**src/rtl/writeback_unit_pkg.sv**
```systemverilog
// Shared processor definitions for the writeback path: load-size encodings
// and the writeback controller state enumeration.
package writeback_unit_pkg;

  typedef enum logic [1:0] {
    LD_BYTE   = 2'b00,
    LD_HALF   = 2'b01,
    LD_WORD   = 2'b10,
    LD_WORD_X = 2'b11   // unused encoding, behaves as a word load
  } ld_size_e;

  typedef enum logic {
    ST_IDLE    = 1'b0,
    ST_WAIT_LD = 1'b1
  } wb_state_e;

endpackage

```
**src/rtl/writeback_unit_load_extend.sv**
```systemverilog
// Combinational load-data extension: picks byte, half or word from the
// memory response and sign- or zero-extends it to the datapath width.
module load_extend
  import writeback_unit_pkg::*;
#(
  parameter int DATA_W = 32
) (
  input  logic [DATA_W-1:0] data,
  input  logic [1:0]        size,
  input  logic              sgn,
  output logic [DATA_W-1:0] ext
);

  logic byte_fill;
  logic half_fill;

  assign byte_fill = sgn & data[7];
  assign half_fill = sgn & data[15];

  // Select the access width and replicate the fill bit above it.
  always_comb begin
    ext = data;
    case (ld_size_e'(size))
      LD_BYTE: ext = {{(DATA_W-8){byte_fill}}, data[7:0]};
      LD_HALF: ext = {{(DATA_W-16){half_fill}}, data[15:0]};
      default: ext = data;
    endcase
  end

endmodule

```
**src/rtl/writeback_unit.sv**
```systemverilog
// Writeback unit: registers ALU results and call link addresses into the
// register file with one cycle of latency, and waits (with a timeout) for
// load data, which it extends before writing back.
module writeback_unit
  import writeback_unit_pkg::*;
#(
  parameter int DATA_W     = 32,
  parameter int RD_W       = 4,
  parameter int RA_IDX     = 15,
  parameter int PC_INC     = 4,
  parameter int LD_TIMEOUT = 16
) (
  input  logic              clk,
  input  logic              rst,
  input  logic              in_valid,
  output logic              in_ready,
  input  logic [DATA_W-1:0] alu_result,
  input  logic [DATA_W-1:0] pc,
  input  logic              is_ld,
  input  logic              is_call,
  input  logic              is_wb,
  input  logic [RD_W-1:0]   rd,
  input  logic [1:0]        ld_size,
  input  logic              ld_signed,
  input  logic              ld_valid,
  input  logic [DATA_W-1:0] ld_data,
  output logic              rf_we,
  output logic [RD_W-1:0]   rf_addr,
  output logic [DATA_W-1:0] rf_data,
  output logic              busy,
  output logic              ld_err
);

  localparam int CNT_W = $clog2(LD_TIMEOUT + 1);

  wb_state_e         state;
  wb_state_e         state_next;
  logic [CNT_W-1:0]  cnt;

  logic              take_call;
  logic              take_alu;
  logic              take_ld;
  logic              ld_done;
  logic              ld_tmo;

  // Load context captured at acceptance, used when the response returns.
  logic [RD_W-1:0]   ld_rd_p1;
  logic [1:0]        ld_size_p1;
  logic              ld_signed_p1;
  logic              ld_wb_p1;

  logic [DATA_W-1:0] ext_data;
  logic [DATA_W-1:0] link_addr;

  assign in_ready  = (state == ST_IDLE);
  assign busy      = (state == ST_WAIT_LD);
  // Wraps naturally at DATA_W bits; the carry out is discarded.
  assign link_addr = pc + DATA_W'(PC_INC);

  load_extend #(
    .DATA_W (DATA_W)
  ) u_load_extend (
    .data (ld_data),
    .size (ld_size_p1),
    .sgn  (ld_signed_p1),
    .ext  (ext_data)
  );

  // State register and wait counter; the counter runs only while waiting.
  always_ff @(posedge clk) begin
    if (rst) begin
      state <= ST_IDLE;
      cnt   <= '0;
    end else begin
      state <= state_next;
      if (state == ST_WAIT_LD && state_next == ST_WAIT_LD) begin
        cnt <= cnt + CNT_W'(1);
      end else begin
        cnt <= '0;
      end
    end
  end

  // Next-state and per-cycle decisions. A call wins over a load, so only
  // a pure load enters the wait state. Data arriving on the same cycle the
  // count reaches the timeout is still accepted.
  always_comb begin
    state_next = state;
    take_call  = 1'b0;
    take_alu   = 1'b0;
    take_ld    = 1'b0;
    ld_done    = 1'b0;
    ld_tmo     = 1'b0;
    case (state)
      ST_IDLE: begin
        take_call = in_valid & is_call;
        take_ld   = in_valid & is_ld & ~is_call;
        take_alu  = in_valid & ~is_ld & ~is_call;
        if (take_ld) begin
          state_next = ST_WAIT_LD;
        end
      end
      ST_WAIT_LD: begin
        if (ld_valid) begin
          ld_done    = 1'b1;
          state_next = ST_IDLE;
        end else if (cnt == CNT_W'(LD_TIMEOUT)) begin
          ld_tmo     = 1'b1;
          state_next = ST_IDLE;
        end
      end
      default: state_next = ST_IDLE;
    endcase
  end

  // Capture load context on acceptance.
  always_ff @(posedge clk) begin
    if (take_ld) begin
      ld_rd_p1     <= rd;
      ld_size_p1   <= ld_size;
      ld_signed_p1 <= ld_signed;
      ld_wb_p1     <= is_wb;
    end
  end

  // Register-file write port; address and data only move on a real write.
  always_ff @(posedge clk) begin
    if (rst) begin
      rf_we   <= 1'b0;
      ld_err  <= 1'b0;
      rf_addr <= '0;
      rf_data <= '0;
    end else begin
      rf_we  <= 1'b0;
      ld_err <= ld_tmo;
      if (take_call) begin
        rf_we   <= 1'b1;
        rf_addr <= RD_W'(RA_IDX);
        rf_data <= link_addr;
      end else if (take_alu && is_wb) begin
        rf_we   <= 1'b1;
        rf_addr <= rd;
        rf_data <= alu_result;
      end else if (ld_done && ld_wb_p1) begin
        rf_we   <= 1'b1;
        rf_addr <= ld_rd_p1;
        rf_data <= ext_data;
      end
    end
  end

endmodule
```
**config.mk**
```make
export PLATFORM = sky130hd
export DESIGN_NAME = writeback_unit
export DESIGN_NICKNAME = d
export VERILOG_FILES = /design/src/rtl/writeback_unit_pkg.sv /design/src/rtl/writeback_unit_load_extend.sv /design/src/rtl/writeback_unit.sv
export SDC_FILE = /design/constraint.sdc
export NUM_CORES = 1
export LEC_CHECK = 0
export CAP_MARGIN = 25
export CORE_AREA = 2 2 86 88
export CTS_CLUSTER_DIAMETER = 60
export DETAILED_ROUTE_END_ITERATION = 7
export DIE_AREA = 0 0 88 90
export DONT_BUFFER_PORTS = 1
export HOLD_SLACK_MARGIN = 0.08
export SLEW_MARGIN = 20
export SYNTH_ARGS = -nofsm -noshare
export SYNTH_HDL_FRONTEND = slang
export SYNTH_SLANG_ARGS = --single-unit
```
**constraint.sdc**
```tcl
create_clock -name clk -period 4.8 [get_ports clk]
set_input_delay 0.72 -clock clk [delete_from_list [all_inputs] [get_ports clk]]
set_output_delay 0.72 -clock clk [all_outputs]
set_load 0.01 [all_outputs]
```
Word-level counts from Yosys, hierarchy flattened
Cells that the tools add are included.
{ "classes": {"n_addsub": 2, "n_bitwise": 11, "n_eq_ne": 2, "reduce_logical": 7, "mux": 20} }
{ "op_table": {"columns": ["operator", "n"], "rows": [
  ["2-to-1 mux 32 bit", 3],
  ["one-hot mux 32 bit (2 select lines)", 1],
  ["adder 32 x 3 -> 32 bit (second input constant)", 1],
  ["2-to-1 mux 1 bit", 12],
  ["2-to-1 mux 4 bit", 3],
  ["AND 1 bit", 7],
  ["adder 5 x 1 -> 5 bit (second input constant)", 1],
  ["equality test 5 bit (second input constant)", 1],
  ["inverter 1 bit", 4],
  ["logical AND 1 bit", 3],
  ["nonzero test 3 bit", 1],
  ["OR reduction 3 bit", 1],
  ["equality test 2 x 1 -> 1 bit (second input constant)", 1],
  ["logical NOT 2 bit", 1],
  ["one-hot mux 1 bit (2 select lines)", 1],
  ["OR reduction 2 bit", 1]
]} }
{ "totals": {"wordCells": 52, "inputBits": 110, "output_inout_bits": 40, "reg_bits": 52} }

Depth between registers and ports, before layout
Gate-level depths: netlist (run 1).
{ "logic_depth": {"word_depth": 7, "depth_mapped": 7, "mapped_depth_nobuf": 6} }

Cells and area by module
A second synthesis (run 1) with hierarchy kept.
{ "hier_totals": {"cells_unflattened": 386, "hier_area_um2": 3234.4} }
{ "by_module_without_submodules": {"columns": ["module", "area_each_um2", "seq_area_each_um2", "n_inst", "cells_per_inst"], "rows": [
  ["writeback_unit", 2849.0, 1121.1, 1, 320],
  ["load_extend", 385.4, 0.0, 1, 66]
]} }

Worst setup path before layout (run 1)
Ideal clock, no wire load.
{ "synth_timing": {"path_type": "input -> register", "start": "in pc[2]", "end": "reg rf_data[12]", "stages": 6, "arrival_ns": 1.890, "setup_time_ns": 0.095, "n_path_buf": 0, "slack_ns": 2.815, "required_time_ns": 4.705, "path_cell_list": "ha_1 and4_1 and2_1 and4_1 xnor2_1 a221oi_1"} }
{ "synth_between": {"elab_chain_cells": 2} }
{ "synth_lines": {"columns": ["element", "line_no", "text"], "rows": [
  ["start, declared", "writeback_unit.sv:18", "input logic [DATA_W-1:0] pc,"],
  ["adder 32 x 3 -> 32 bit", "writeback_unit.sv:58", "assign link_addr = pc + DATA_W'(PC_INC);"],
  ["2-to-1 mux 32 bit", "writeback_unit.sv:136", "if (take_call) begin"],
  ["end signal, assigned", "writeback_unit.sv:139", "rf_data <= link_addr;"],
  ["end signal, assigned", "writeback_unit.sv:143", "rf_data <= alu_result;"],
  ["end signal, assigned", "writeback_unit.sv:147", "rf_data <= ext_data;"],
  ["end, declared", "writeback_unit.sv:29", "output logic [DATA_W-1:0] rf_data,"]
]} }
No other way between the ends.
A chain may end at the register's enable or synchronous reset.

Worst setup path in the final report (run 1)
{ "layout_timing": {"start": "reg ld_size_p1[1]", "end": "reg rf_data[16]"} }
{ "layout_between": {"elab_chain_cells": 5, "word_cells_on_any_way": 6, "cone_classes": "1 x eq/ne; 4 x mux; 1 x reduce/logical"} }
{ "layout_lines": {"columns": ["element", "line_no", "text"], "rows": [
  ["start, declared", "writeback_unit.sv:48", "logic [1:0] ld_size_p1;"],
  ["start signal, assigned", "writeback_unit.sv:120", "ld_size_p1 <= ld_size;"],
  ["equality test 2 x 1 -> 1 bit or logical NOT 2 bit (tied branches)", "writeback_unit_load_extend.sv:23", "case (ld_size_e'(size))"],
  ["one-hot mux 32 bit (2 select lines) (*)", "writeback_unit_load_extend.sv:23", null],
  ["2-to-1 mux 32 bit (*)", "writeback_unit.sv:144", "end else if (ld_done && ld_wb_p1) begin"],
  ["2-to-1 mux 32 bit (*)", "writeback_unit.sv:140", "end else if (take_alu && is_wb) begin"],
  ["2-to-1 mux 32 bit (*)", "writeback_unit.sv:136", null]
]} }
Every way passes the cells marked *; elsewhere a longest branch is shown, timed or not. The select of a mux whose other input is x is not followed.

==> results.md, run 1 <==
* # nets final at between 400 and 500
* Initial antenna violation count at 0
* Crit path launch type: flip-flop
* TritonCTS buffer count at 5
* Area delta synth->final at 3.59%
* Worst VDD drop at between 0.0001 and 0.00015 V
* Global-route wire length before repair at 14300 microns
* Synth area leader: dfxtp_1
* Die area at 0.00792 sq mm
* R2R cell count at 5
* Starting DRT DRC Count at 168
* Asr flop ratio synth at 0%
* CP Cell Sequence: nand2b_4 > o21ai_2 > a21oi_1 > or3_1 > a221oi_1
* Sequential cell area at between 0.001 and 0.0015 sq mm
* Die width at 88 microns
* Syn Inst Count at approximately 360
* Fill cell count at 728
* Largest net degree at the start of global routing at 37
* Core box area at 0.00702 sq mm
* RSZ-0062 raised after global routing: no
* Worst-Skew Late Latency at 0.32 ns
* FMAX at 0.417 GHz
* WL per Instance at 21.1 microns
* GPL Wtd Cong at a little over 0.8
* Tot GR Track Use at 23.4%
* Routed Antenna Nets at 0
* Synth top cells by count: dfxtp_1, a21oi_1, nor2_1
* Fin util at 44.8%
* IO Count at 150
* FP Rows at 31
* Layout cells sized above 1 at 8.21%
* Lkg Pwr at 0.994 nW
* Grt ovf at 0
* Clk sinks at 52
* Fin crit period at 2.40 ns
* Most frequent cell after synthesis: dfxtp_1
* RR Endpoint: rf_data[16]$_SDFFE_PP0P_
* Pwr dens at 277 mW/mm^2
* Critical path class: reg -> reg
* Min-delay src: ld_valid
* Final HPWL DP at about 7000 microns
* Post-synth top area share at 29.0%
* Worst Hold Class: in -> reg
* Hold EP: ld_err$_SDFF_PP0_
* Initial Utilization at between 40 and 50%
* Distinct cells, synth at 54
* Post-route clock period utilization at 50.0%
* Post-synth EDFFs at 8
* YS warnings at 0
* Reg2Reg Setup Slack at 2.40 ns
* Via count at between 2000 and 3000
* Clk root buf: clkbuf_8
* IO buf count at 0
* Post-Syn Nets at 468
* Worst reg2reg path startpoint: ld_size_p1[1]$_DFFE_PP_
* CTS H-tree lvls at 2
* Die height at 90 microns
* Slew @ Worst Pin at 1.01 ns
* Synthesis-stage register bit count at 52
* Number of inserted diodes at 0
* Worst clock skew at 0.00816 ns
* Max-slew violation count at 0
* Hold Path Depth at 1
* Clk slew on worst S/H paths at about 0.10 ns
* Drt total wl at 9280 microns
* DR vias/cell at 6.21
* Final number of setup-violating endpoints at 0
* Clock tree buffer depth at 2
* Top post-synthesis cells by area: dfxtp_1, edfxtp_1, a21oi_1, xnor2_1, nor2_1
* Sequential fraction of the synthesis area at a little under two fifths
* Final hold violation count at 0
* CP max stage delay at 0.77 ns
* Max cap viols at 0
* Req. time, crit path at about 5 ns
* Setup crit end kind: flip-flop
* DRC at 0
* Post-Syn Area at just over 0.003 sq mm
* Worst-path fanout max at 26
* Syn_area_per_cell at 8.55 sq um
* Most frequently used flop master after synthesis: dfxtp_1
* CTS Hold Bufs at 0
* CTS tree: yes
* Multi-input logic area at 0.00175 sq mm
* Status: completed
* Pre-antenna DRT Iters at 6
* Rel. slew slack at 32.3%
* Setup TNS at 0 ns
* CTS-repair resized insts at 0
* Vias in the first global route at ~2600
* CP Data Arrival Time at 2.62 ns
* Post-CTS setup repair buffer count at 0
* CP max-delay cell: edfxtp_1
[through the flow]
step / power, mW / hold slack [ns] / setup slack (ns) / cell area [sq um] / instances
floorplan: 0.591 / 0.430 / 2.81 / 3040 / 355
global placement: 0.612 / 0.448 / 2.29 / 3050 / 432
detailed placement: 0.614 / 0.478 / 2.23 / 3050 / 432
CTS: 0.877 / 0.451 / 2.39 / 3140 / 440
global route: 0.909 / 0.441 / 2.19 / 3140 / 440
finish: 0.870 / 0.463 / 2.40 / 3140 / 440
[critical path, delay by kind of cell, from the launching register on]
family	cells	cell delay [ns]
flip-flops	1	0.77
AO/OA/AOI/OAI	3	0.85
AND/OR/NAND/NOR	2	0.68
[layout make-up]
class	instances	area share (%)
Sequential cell	52	35.7
Timing Repair Buffer	3	0.716
Clock buffer	5	2.19
Inverter	8	0.955
Tap cell	99	3.94
Multi-Input combinational cell	270	55.7
Clock inverter	3	0.796
[placed cells by master (no fill, tap or decap), types with 2 or more instances in the layout]
master    instances
nand2_1          26
nor3_1           15
xnor2_1          21
a21oi_1          38
o221ai_1          3
and2_1            5
nor4_2            3
a221oi_1          7
nand4_1           3
clkbuf_8          5
or3_1             5
nor4_1            2
buf_4             3
and4_4            2
ha_1              3
and3_1            5
nand3_2           2
and4_1            4
inv_1             6
o211a_1           2
a222oi_1          7
dfxtp_1          44
edfxtp_1          8
o32ai_1           8
nor2_1           37
a31oi_1           3
a211oi_1          7
xor2_1            7
nand4_4           2
nand3_1          15
inv_6             2
o211ai_1          3
o21ai_0          17
[how the worst max path moves through the flow]
stage,start,slack [ns],depth (start not counted),endpoint
after floorplan,pc[2],2.81,6,rf_data[12]$_SDFFE_PP0P_
after global placement,ld_valid,2.29,5,rf_data[27]$_SDFFE_PP0P_
after detailed placement,ld_valid,2.23,5,rf_data[27]$_SDFFE_PP0P_
after CTS,busy$_SDFF_PP0_,2.39,5,rf_data[27]$_SDFFE_PP0P_
after global routing,ld_size_p1[1]$_DFFE_PP_,2.19,5,rf_data[19]$_SDFFE_PP0P_
final,ld_size_p1[1]$_DFFE_PP_,2.40,5,rf_data[16]$_SDFFE_PP0P_
[cell families (layout without fill, tap and decap cells)]
kind of cell,Yosys count,count (layout),synth area share (%)
and+or+nand+nor,133,133,24.7
AOI/OAI and AO/OA,105,105,23.4
DFF,52,52,36.9
buffers and inverters,33,19,5.32
xor gates and xnor gates,28,28,8.08
adders and majority gates,3,3,1.24
muxes,1,1,0.330
[where the power goes]
| group | total [mW] | internal [mW] | switching (mW) |
|---|---|---|---|
| combinational | 0.102 | 0.0456 | 0.0565 |
| sequential | 0.502 | 0.469 | 0.0334 |
| clock | 0.266 | 0.107 | 0.159 |
| total | 0.870 | 0.621 | 0.249 |
[registers in the layout (all words and copies together) (netlist names)]
| signal | flops |
|---|---|
| ld_rd_p1 | 4 |
| ld_err | 1 |
| ld_signed_p1 | 1 |
| rf_we | 1 |
| ld_size_p1 | 2 |
| cnt | 5 |
| rf_data | 32 |
| ld_wb_p1 | 1 |
| busy | 1 |
| rf_addr | 4 |
[per-layer routing]
| metal | vias up | routed length (microns) | global-route usage [%] |
|---|---|---|---|
| met5 | - | 0 | 0 |
| met4 | 0 | 211 | 7.56 |
| met3 | 17 | 1030 | 8.82 |
| met2 | 130 | 4260 | 35.1 |
| met1 | 1292 | 3780 | 30.8 |
| li1 | 1295 | - | - |
Power figures use the tool's default switching activity.
==> inputs of run 2 (changes only) <==
- clock period: 4.8 -> 2.2 ns (I/O delays scaled with it)
==> results.md, run 2 (synthesis gave the netlist of run 1 again) <==
* Status: completed (unchanged)
* CP Data Arrival Time at 2.01 ns (was 2.62 ns)
* Slew @ Worst Pin at 0.730 ns (was 1.01 ns)
* IO buf count at 0 (unchanged)
* DR vias/cell at 6.11 (was 6.21)
* Clk root buf: clkbuf_8 (unchanged)
* Final number of setup-violating endpoints at 0 (unchanged)
* Final hold violation count at 0 (unchanged)
* Pwr dens at 583 mW/mm^2 (was 277 mW/mm^2)
* Tot GR Track Use at 24.8% (was 23.4%)
* Dpl ws at 0.359 ns (was 2.23 ns)
* CTS tree: yes (unchanged)
* WL per Instance at 21.5 microns (was 21.1 microns)
* Max reg flops at 32 (unchanged)
* Critical path class: reg -> reg (unchanged)
* Clk sinks at 52 (unchanged)
* Initial antenna violation count at 0 (unchanged)
* IO Count at 150 (unchanged)
* Worst Hold Class: in -> reg (unchanged)
* Die width at 88 microns (unchanged)
* CTS H-tree lvls at 2 (unchanged)
* Core box area at 0.00702 sq mm (unchanged)
* Setup crit end kind: flip-flop (unchanged)
* Final worst slack at 0.367 ns (was 2.40 ns)
* Area delta synth->final at 7.79% (was 3.59%)
* Final instance area at 0.00327 sq mm (was 0.00314 sq mm)
* Rel. slew slack at 51.2% (was 32.3%)
* Worst clock skew at 0.0130 ns (was 0.00816 ns)
* Grt ovf at 0 (unchanged)
* Max cap viols at 0 (unchanged)
* Number of inserted diodes at 0 (unchanged)
* RSZ-0062 raised after global routing: no (unchanged)
* Layout cells sized above 1 at 9.89% (was 8.21%)
* Post-route clock period utilization at 83.3% (was 50.0%)
* Worst-Skew Late Latency at 0.31 ns (was 0.32 ns)
* Setup TNS at 0 ns (unchanged)
* Pre-antenna DRT Iters at 5 (was 6)
* CTS-repair resized insts at 0 (unchanged)
* Biggest regs: rf_data (32), cnt (5) (unchanged)
* Most common cell after layout, fill and taps aside: dfxtp_1 (unchanged)
* Initial Utilization at 43.2% (unchanged)
* Global-route wire length before repair at 15400 microns (was 14300 microns)
* Max-slew violation count at 0 (unchanged)
* Starting DRT DRC Count at 122 (was 168)
* Crit path launch type: flip-flop (unchanged)
* Worst-path fanout max at 7 (was 26)
* Hold slack at 0.0961 ns (was 0.463 ns)
* Clock tree buffer depth at 2 (unchanged)
* GPL Wtd Cong at 0.839 (was 0.818)
* Fin crit period at 1.83 ns (was 2.40 ns)
* FP Rows at 31 (unchanged)
* Die height at 90 microns (unchanged)
* Req. time, crit path at 2.38 ns (was 5.02 ns)
* Fill cell count at 691 (was 728)
* DRC at 0 (unchanged)
* Post-DP Area at 0.00314 sq mm (was 0.00305 sq mm)
* Largest net degree at the start of global routing at 37 (unchanged)
* Largest Register: rf_data (unchanged)
* Die area at 0.00792 sq mm (unchanged)
* Lkg Pwr at 1.06 nW (was 0.994 nW)
* # nets final at 466 (was 453)
* Vias in the first global route at 2861 (was 2632)
* Most frequent cells in the layout: dfxtp_1, a21oi_1, nor2_1 (unchanged)
* FMAX at 0.545 GHz (was 0.417 GHz)
* Via count at 2766 (was 2734)
* Routed Antenna Nets at 0 (unchanged)
* Drt total wl at 9740 microns (was 9280 microns)
* Final HPWL DP at 7090 microns (was 6990 microns)
* Clk slew on worst S/H paths at 0.11 ns (was 0.10 ns)
* Worst VDD drop at 0.000207 V (was 0.000121 V)
* TritonCTS buffer count at 5 (unchanged)
run 2: layout make-up:
class / count / area (sq um) / share of cell area (%)
clock inverters: 3 / 17.5 / 0.535
flip-flops and latches: 52 / 1120 / 34.3
multi-input cells: 270 / 1750 / 53.6
inverters: 8 / 30.0 / 0.918
well taps: 99 / 124 / 3.79
repair buffers: 16 / 158 / 4.82
clock buffers: 5 / 68.8 / 2.10
run 2: per-layer routing:
metal	global-route usage [%]	vias to the layer above	wire length, microns
met4	6.79	0	178
met5	0	-	0
met1	33.8	1289	4070
li1	-	1316	-
met2	38.5	144	4530
met3	6.34	17	959
run 2: timing repair:
item,4_1_cts,5_1_grt
endpoints found under the setup margin,0,0
setup buffers,0,0
hold buffers,3,2
hold endpoints to repair,17,2
run 2: stage by stage:
step,total power [mW],std cells,util (%)
floorplan,1.29,355,-
global placement,1.34,440,44.7
CTS,1.92,451,46.3
global route,1.99,453,46.6
finish,1.91,453,46.6
detailed placement,1.35,440,44.7
run 2: path summary, 6_finish.rpt:
path	slack [ns]	startpoint	to	cells after the start
max	0.37	busy$_SDFF_PP0_	rf_data[13]$_SDFFE_PP0P_	5
min	0.1	rst	rf_data[23]$_SDFFE_PP0P_	1
max reg2reg	0.37	busy$_SDFF_PP0_	rf_data[13]$_SDFFE_PP0P_	5
min reg2reg	0.48	cnt[0]$_SDFF_PP0_	cnt[0]$_SDFF_PP0_	1
run 2: critical path: stages (launching register included):
cell	delay (ns)
dfxtp_1	0.50
nand3_1	0.32
a31oi_1	0.48
a211oi_1	0.14
a211oi_1	0.20
a211oi_1	0.07
run 2: where the power goes:
part | total [mW] | leakage [nW] | internal, mW | switching, mW
logic | 0.253 | 0.579 | 0.114 | 0.139
registers | 1.09 | 0.435 | 1.02 | 0.0675
clock network | 0.563 | 0.0460 | 0.224 | 0.339
total | 1.91 | 1.06 | 1.36 | 0.545
